===== config.mk =====
export PLATFORM = sky130hd
export DESIGN_NAME = ads1292_sample_packer
export DESIGN_NICKNAME = d
export VERILOG_FILES = /design/src/rtl/ads1292_sample_packer.sv
export SDC_FILE = /design/constraint.sdc
export NUM_CORES = 1
export LEC_CHECK = 0
export BUFFER_PORTS_ARGS = -buffer_cell sky130_fd_sc_hd__buf_2
export CAP_MARGIN = 20
export CORE_MARGIN = 2
export CORE_UTILIZATION = 40
export DETAILED_ROUTE_END_ITERATION = 12
export GPL_TIMING_DRIVEN = 0
export PLACE_DENSITY = 0.65
export SKIP_LAST_GASP = 1
export SLEW_MARGIN = 20
export SYNTH_ARGS = -nofsm -noshare
export SYNTH_HDL_FRONTEND = slang
export SYNTH_SLANG_ARGS = --single-unit

===== constraint.sdc =====
create_clock -name i_CLK -period 2.2 [get_ports i_CLK]
set_input_delay 0 -clock i_CLK [delete_from_list [all_inputs] [get_ports i_CLK]]
set_output_delay 0 -clock i_CLK [all_outputs]
set_load 0.01 [all_outputs]

===== src/rtl/ads1292_sample_packer.sv =====
// ads1292_sample_packer
// Collects the 9-byte ADS1292 read-data frame (status, CH1, CH2) from the SPI
// byte stream. It picks one channel, sign-extends the 24-bit sample to 32 bits
// and presents it on a single-entry STB/ACK output register.
// Optional feature macro: ADS1292_PACKER_LOFF_EN (lead-off masking, adds o_LOFF).
module ads1292_sample_packer #(
  parameter int unsigned BYTE_TIMEOUT = 1024,
  parameter logic [3:0]  SYNC_NIBBLE  = 4'hC
) (
  input  logic        i_CLK,
  input  logic        i_RSTN,
  input  logic [7:0]  i_BYTE,
  input  logic        i_BYTE_STB,
  input  logic        i_FRAME_START,
  input  logic        i_CH_SEL,
  input  logic        i_OVR_CLR,
  output logic [31:0] o_Z,
  output logic        o_Z_STB,
  input  logic        i_Z_ACK,
  output logic [23:0] o_STATUS,
  output logic        o_FRAME_ERR,
`ifdef ADS1292_PACKER_LOFF_EN
  output logic        o_LOFF,
`endif
  output logic        o_OVERRUN
);

  typedef enum logic [0:0] {
    ST_IDLE    = 1'b0,
    ST_COLLECT = 1'b1
  } state_t;

  localparam logic [15:0] TMO_LAST = 16'(BYTE_TIMEOUT - 1);

  state_t      state_q, state_d;
  logic [3:0]  cnt_q, cnt_d;
  logic [15:0] tmo_q, tmo_d;
  logic [7:0]  buf_q [0:7];
  logic [7:0]  buf_d [0:7];
  logic [31:0] z_q, z_d;
  logic        z_stb_q, z_stb_d;
  logic [23:0] status_q, status_d;
  logic        frame_err_q, frame_err_d;
  logic        overrun_q, overrun_d;
`ifdef ADS1292_PACKER_LOFF_EN
  logic        loff_q, loff_d;
  logic        loff_hit_s;
`endif

  logic        complete_s;
  logic        coll_err_s;
  logic        sync_ok_s;
  logic        good_s;
  logic        slot_free_s;
  logic [23:0] status_s;
  logic [23:0] sample_s;
  logic [31:0] cand_z_s;

  // Frame collector: byte indexing, restart on a new frame start, idle timeout
  always_comb begin
    state_d    = state_q;
    cnt_d      = cnt_q;
    tmo_d      = tmo_q;
    buf_d      = buf_q;
    complete_s = 1'b0;
    coll_err_s = 1'b0;
    case (state_q)
      ST_IDLE: begin
        tmo_d = 16'd0;
        if (i_BYTE_STB && i_FRAME_START) begin
          buf_d[0] = i_BYTE;
          cnt_d    = 4'd1;
          state_d  = ST_COLLECT;
        end else begin
          cnt_d = 4'd0;
        end
      end
      ST_COLLECT: begin
        if (i_BYTE_STB) begin
          tmo_d = 16'd0;
          if (i_FRAME_START) begin
            // A new frame start mid-frame aborts the old one and restarts.
            coll_err_s = 1'b1;
            buf_d[0]   = i_BYTE;
            cnt_d      = 4'd1;
          end else if (cnt_q == 4'd8) begin
            // Byte 8 is consumed straight from i_BYTE; it is never stored.
            complete_s = 1'b1;
            cnt_d      = 4'd0;
            state_d    = ST_IDLE;
          end else begin
            buf_d[cnt_q[2:0]] = i_BYTE;
            cnt_d             = cnt_q + 4'd1;
          end
        end else if (tmo_q == TMO_LAST) begin
          coll_err_s = 1'b1;
          tmo_d      = 16'd0;
          cnt_d      = 4'd0;
          state_d    = ST_IDLE;
        end else begin
          tmo_d = tmo_q + 16'd1;
        end
      end
      default: begin
        state_d = ST_IDLE;
        cnt_d   = 4'd0;
        tmo_d   = 16'd0;
      end
    endcase
  end

  // Completion check, channel select and single-slot output register update
  always_comb begin
    status_s    = {buf_q[0], buf_q[1], buf_q[2]};
    sample_s    = i_CH_SEL ? {buf_q[6], buf_q[7], i_BYTE} : {buf_q[3], buf_q[4], buf_q[5]};
    sync_ok_s   = (buf_q[0][7:4] == SYNC_NIBBLE);
    good_s      = complete_s && sync_ok_s;
    slot_free_s = !z_stb_q || i_Z_ACK;
`ifdef ADS1292_PACKER_LOFF_EN
    loff_hit_s  = i_CH_SEL ? (status_s[18] | status_s[17]) : (status_s[16] | status_s[15]);
    cand_z_s    = loff_hit_s ? 32'h0000_0000 : {{8{sample_s[23]}}, sample_s};
    loff_d      = loff_q;
`else
    cand_z_s    = {{8{sample_s[23]}}, sample_s};
`endif
    z_d         = z_q;
    z_stb_d     = z_stb_q;
    status_d    = status_q;
    overrun_d   = overrun_q;
    frame_err_d = coll_err_s || (complete_s && !sync_ok_s);

    if (good_s) begin
      status_d = status_s;
    end else begin
      status_d = status_q;
    end

    // An ACK on the completion cycle frees the slot for the new sample.
    if (good_s && slot_free_s) begin
      z_d     = cand_z_s;
      z_stb_d = 1'b1;
`ifdef ADS1292_PACKER_LOFF_EN
      loff_d  = loff_hit_s;
`endif
    end else if (z_stb_q && i_Z_ACK) begin
      z_stb_d = 1'b0;
    end else begin
      z_stb_d = z_stb_q;
    end

    // Clear wins over a simultaneous drop.
    if (i_OVR_CLR) begin
      overrun_d = 1'b0;
    end else if (good_s && !slot_free_s) begin
      overrun_d = 1'b1;
    end else begin
      overrun_d = overrun_q;
    end
  end

  // State and output registers
  always_ff @(posedge i_CLK or negedge i_RSTN) begin
    if (!i_RSTN) begin
      state_q     <= ST_IDLE;
      cnt_q       <= 4'd0;
      tmo_q       <= 16'd0;
      buf_q       <= '{default: 8'h00};
      z_q         <= 32'h0000_0000;
      z_stb_q     <= 1'b0;
      status_q    <= 24'h00_0000;
      frame_err_q <= 1'b0;
      overrun_q   <= 1'b0;
`ifdef ADS1292_PACKER_LOFF_EN
      loff_q      <= 1'b0;
`endif
    end else begin
      state_q     <= state_d;
      cnt_q       <= cnt_d;
      tmo_q       <= tmo_d;
      buf_q       <= buf_d;
      z_q         <= z_d;
      z_stb_q     <= z_stb_d;
      status_q    <= status_d;
      frame_err_q <= frame_err_d;
      overrun_q   <= overrun_d;
`ifdef ADS1292_PACKER_LOFF_EN
      loff_q      <= loff_d;
`endif
    end
  end

  assign o_Z         = z_q;
  assign o_Z_STB     = z_stb_q;
  assign o_STATUS    = status_q;
  assign o_FRAME_ERR = frame_err_q;
  assign o_OVERRUN   = overrun_q;
`ifdef ADS1292_PACKER_LOFF_EN
  assign o_LOFF      = loff_q;
`endif

endmodule


==> results.tsv <==
stage	metric	value	unit
detailed_routing	wire_per_inst	16.46	um
floorplan	core_area	13830	um^2
floorplan	ios	74	
setup_path	end_kind	flop	
sta	hold_viol_final	0	
cts	cts.sinks	136	
global_routing	grt_pass1_vias	3735	
logic_synthesis	synth_area_leader_cell	dfrtp_1	
placement	gp_congestion	0.8320	
detailed_routing	drcViolationCount	0	
cts	clk_pin_slew	0.06	ns
power	irDropWorstVdd	0.4802	mV
setup_path	cp_data_arrival_time	2.42	ns
cts	clk_latency	0.41	ns
cells_and_area	layout.nets	550	
placement	port_buffers	72	
floorplan	die_width	122.8	um
sta	tightest_slew	0.7519	ns
detailed_routing	ant_nets	0	
cts	htreeDepth	4	
power	power_leakage	3.596	nW
detailed_routing	via_per_inst	5.041	
sta	maxSlewViolCount	0	
status	status	finished clean	
setup_path	cp_data_required_time	2.49	ns
setup_path	crit_buf_inv	0	
cells_and_area	antenna_cells	0	
sta	period_share	0.9710	
setup_path	cp_top_family	simple AND/OR/NAND/NOR gates	
power	p_per_area	938.0	nW/um^2
logic_synthesis	synthesis.area	5648	um^2
cells_and_area	areaGrowthSynthToFinish	26.67	%
detailed_routing	drt_iter0_markers	173	
setup_path	crit_path_max_incr_delay	0.51	ns
sta	clock.fmax	468.1	MHz
setup_path	crit_type	reg -> reg	
logic_synthesis	synth_seq_area_share	0.6026	
logic_synthesis	synth_area_leaders	dfrtp_1 (60%), mux2_2 (17%), mux2i_1 (4.3%)	
flow_run	max_cap_viol_count	0	
global_routing	overflow	0	
cts	cts_buffers	17	
floorplan	chipHeight	122.8	um
logic_synthesis	avgSynthCellArea	13.35	um^2
placement	dp_hpwl	7724	um
setup_path	cp_cell_sequence	ha_4 > or4b_1 > or4_4 > nand3b_2 > mux2_1	
logic_synthesis	yosys_warnings	0	
global_routing	grt_max_degree	81	
logic_synthesis	synth_seq_cells	136	
sta	finalSetupViolCount	0	
sta	finalCriticalPeriod	2.136	ns
sta	skew	0.006861	ns
detailed_routing	dr.pass1.iters	5	
cts	cts_buffer_depth	2	
detailed_routing	routed_wl	11930	um
sta	hold_slack	0.01247	ns
placement	placedCellCount	676	
cells_and_area	postLayoutCoreUtil	0.5174	
global_routing	grtUsageTotal	0.1698	
cts	cts_tree	done	
cts	root_buffer	clkbuf_16	
logic_synthesis	syn_nets	441	
worst_hold_path	hold_class	in -> reg	
detailed_routing	vias	3655	
global_routing	grt_first_pass_wirelength	19290	um
cells_and_area	instances_no_fill	725	
logic_synthesis	synth_cell_type_count	38	
floorplan	dieArea	15090	um^2
setup_path	start_kind	flop	
setup_path	cp_max_fo	4	
floorplan	start_util	0.4085	
logic_synthesis	syn_inst	423	
setup_path	cp_slowest_cell	or4_4	
sta	relSlewSlack	0.4987	
logic_synthesis	synth_top_area_share	0.6026	
global_routing	antenna_found_initial	0	
cells_and_area	final_layout_size_suffix_gt1_frac	0.4330	
floorplan	rows	43	
## timing repair
item,CTS,global route
hold buffers,7,0
endpoints found under the hold margin,89,0
setup endpoints to repair,96,51
pin swaps,5,4
setup buffers,9,2
resized for setup,14,12
## cell families (layout without fill, tap and decap cells)
logic type      count (synthesis)  count (layout)  synth area share
flops                         136             136            0.6026
simple gates                   97              97           0.09504
compound gates                 34              34           0.03279
buf+inv                        30             152           0.02924
xor+xnor                       14              14           0.02171
fa+ha+maj                       3               3          0.006647
mux                           109             109            0.2120
## state kept, by name, summed over array words and instances, names as in the netlist
signal and count:
o_FRAME_ERR 1, cnt_q 4, o_STATUS 24, o_Z 24
state_q 1, tmo_q 16, o_Z_STB 1, buf_q 64
o_OVERRUN 1
## worst paths after layout
check	start	endpoint	slack (ns)	cells after the start
max in group asynchronous	i_RSTN	tmo_q[6]	1.36	3
min	i_BYTE[7]	buf_q[39]	0.01	2
max	tmo_q[1]	cnt_q[0]	0.06	5
min in group asynchronous	i_RSTN	o_Z[8]	0.16	2
min reg2reg	o_STATUS[23]	o_STATUS[23]	0.47	1
max reg2reg	tmo_q[1]	cnt_q[0]	0.06	5
## layout by cell type, fill, tap and decap left out, types with 2 or more instances in the layout
cell and n:
nor2_1 46, clkbuf_16 17, nand4_1 5, bufinv_16 3, mux2i_1 24, clkinv_2 4, inv_6 2, nor4b_4 2
o21ai_0 2, buf_2 73, a21oi_1 27, nand3_1 9, inv_1 6, buf_6 5, nand2_1 6, or2_2 3
nand3b_2 2, clkbuf_8 5, dfrtp_1 136, nor3_4 2, xnor2_1 12, clkinvlp_4 2, buf_4 19, nor3_1 4
mux2_2 83, nor4_1 5, nor2b_1 3, xor2_1 2, clkbuf_1 4, dlygate4sd3_1 7
## metrics by stage
step / worst slack (ns) / instance area, um^2 / total power [mW] / TNS [ns]
final: 0.06388 / 7154 / 6.711 / 0
after floorplan: 0.1167 / 5649 / 3.511 / 0
after detailed placement: -0.3466 / 6272 / 3.751 / -14.88
after global routing: -0.02104 / 7154 / 6.989 / -0.09253
after CTS: -0.007210 / 7097 / 6.757 / -0.01366
after global placement: -0.5759 / 6235 / 3.695 / -87.72
## synthesized netlist by cell type (all sizes together)
cell       n
o21ai      2
a22o       1
nor4b      2
nor3       6
nor2      47
a31oi      1
nand2      6
ha         3
nand4      5
or2        3
or4        1
dfrtp    136
a21oi     27
nand3     10
nand3b     3
or3        1
o22ai      1
nand4b     1
mux2      85
o41a       1
buf       16
nor2b      3
inv        6
mux2i     24
xnor2     12
xor2       2
or4b       1
o21a       1
clkbuf     8
nor4       6
and3b      1
nand4bb    1
## area by class of cell
class                      count  area [um^2]
buffer                        23        175.2
clock buffer                  21        480.5
clock inverter                11        142.6
fill                        1163         6673
inverter                       6        22.52
multi-input combinational    257         2142
sequential                   136         3403
tap                          180        225.2
timing repair buffer          91        563.0
## worst register-to-register path, delay by kind of cell, from the launching register on
family        cells  cell delay (ns)
fa+ha+maj         1             0.18
flops             1             0.42
mux               1             0.33
simple gates      3             1.09
## metal layers
layer / vias up / routed length, um / global-route usage
met5: - / 0 / 0
met3: 16 / 501 / 0.04229
met4: 0 / 218 / 0.07112
met2: 70 / 5924 / 0.2721
li1: 1699 / - / -
met1: 1870 / 5288 / 0.2199
## power by group
part / leakage, nW / internal, mW / switching [mW] / total (mW)
clock network: 0.306 / 1.90 / 1.04 / 2.94
logic: 1.45 / 0.412 / 0.333 / 0.746
registers: 1.84 / 2.85 / 0.170 / 3.02
Power figures use the tool's default switching activity.
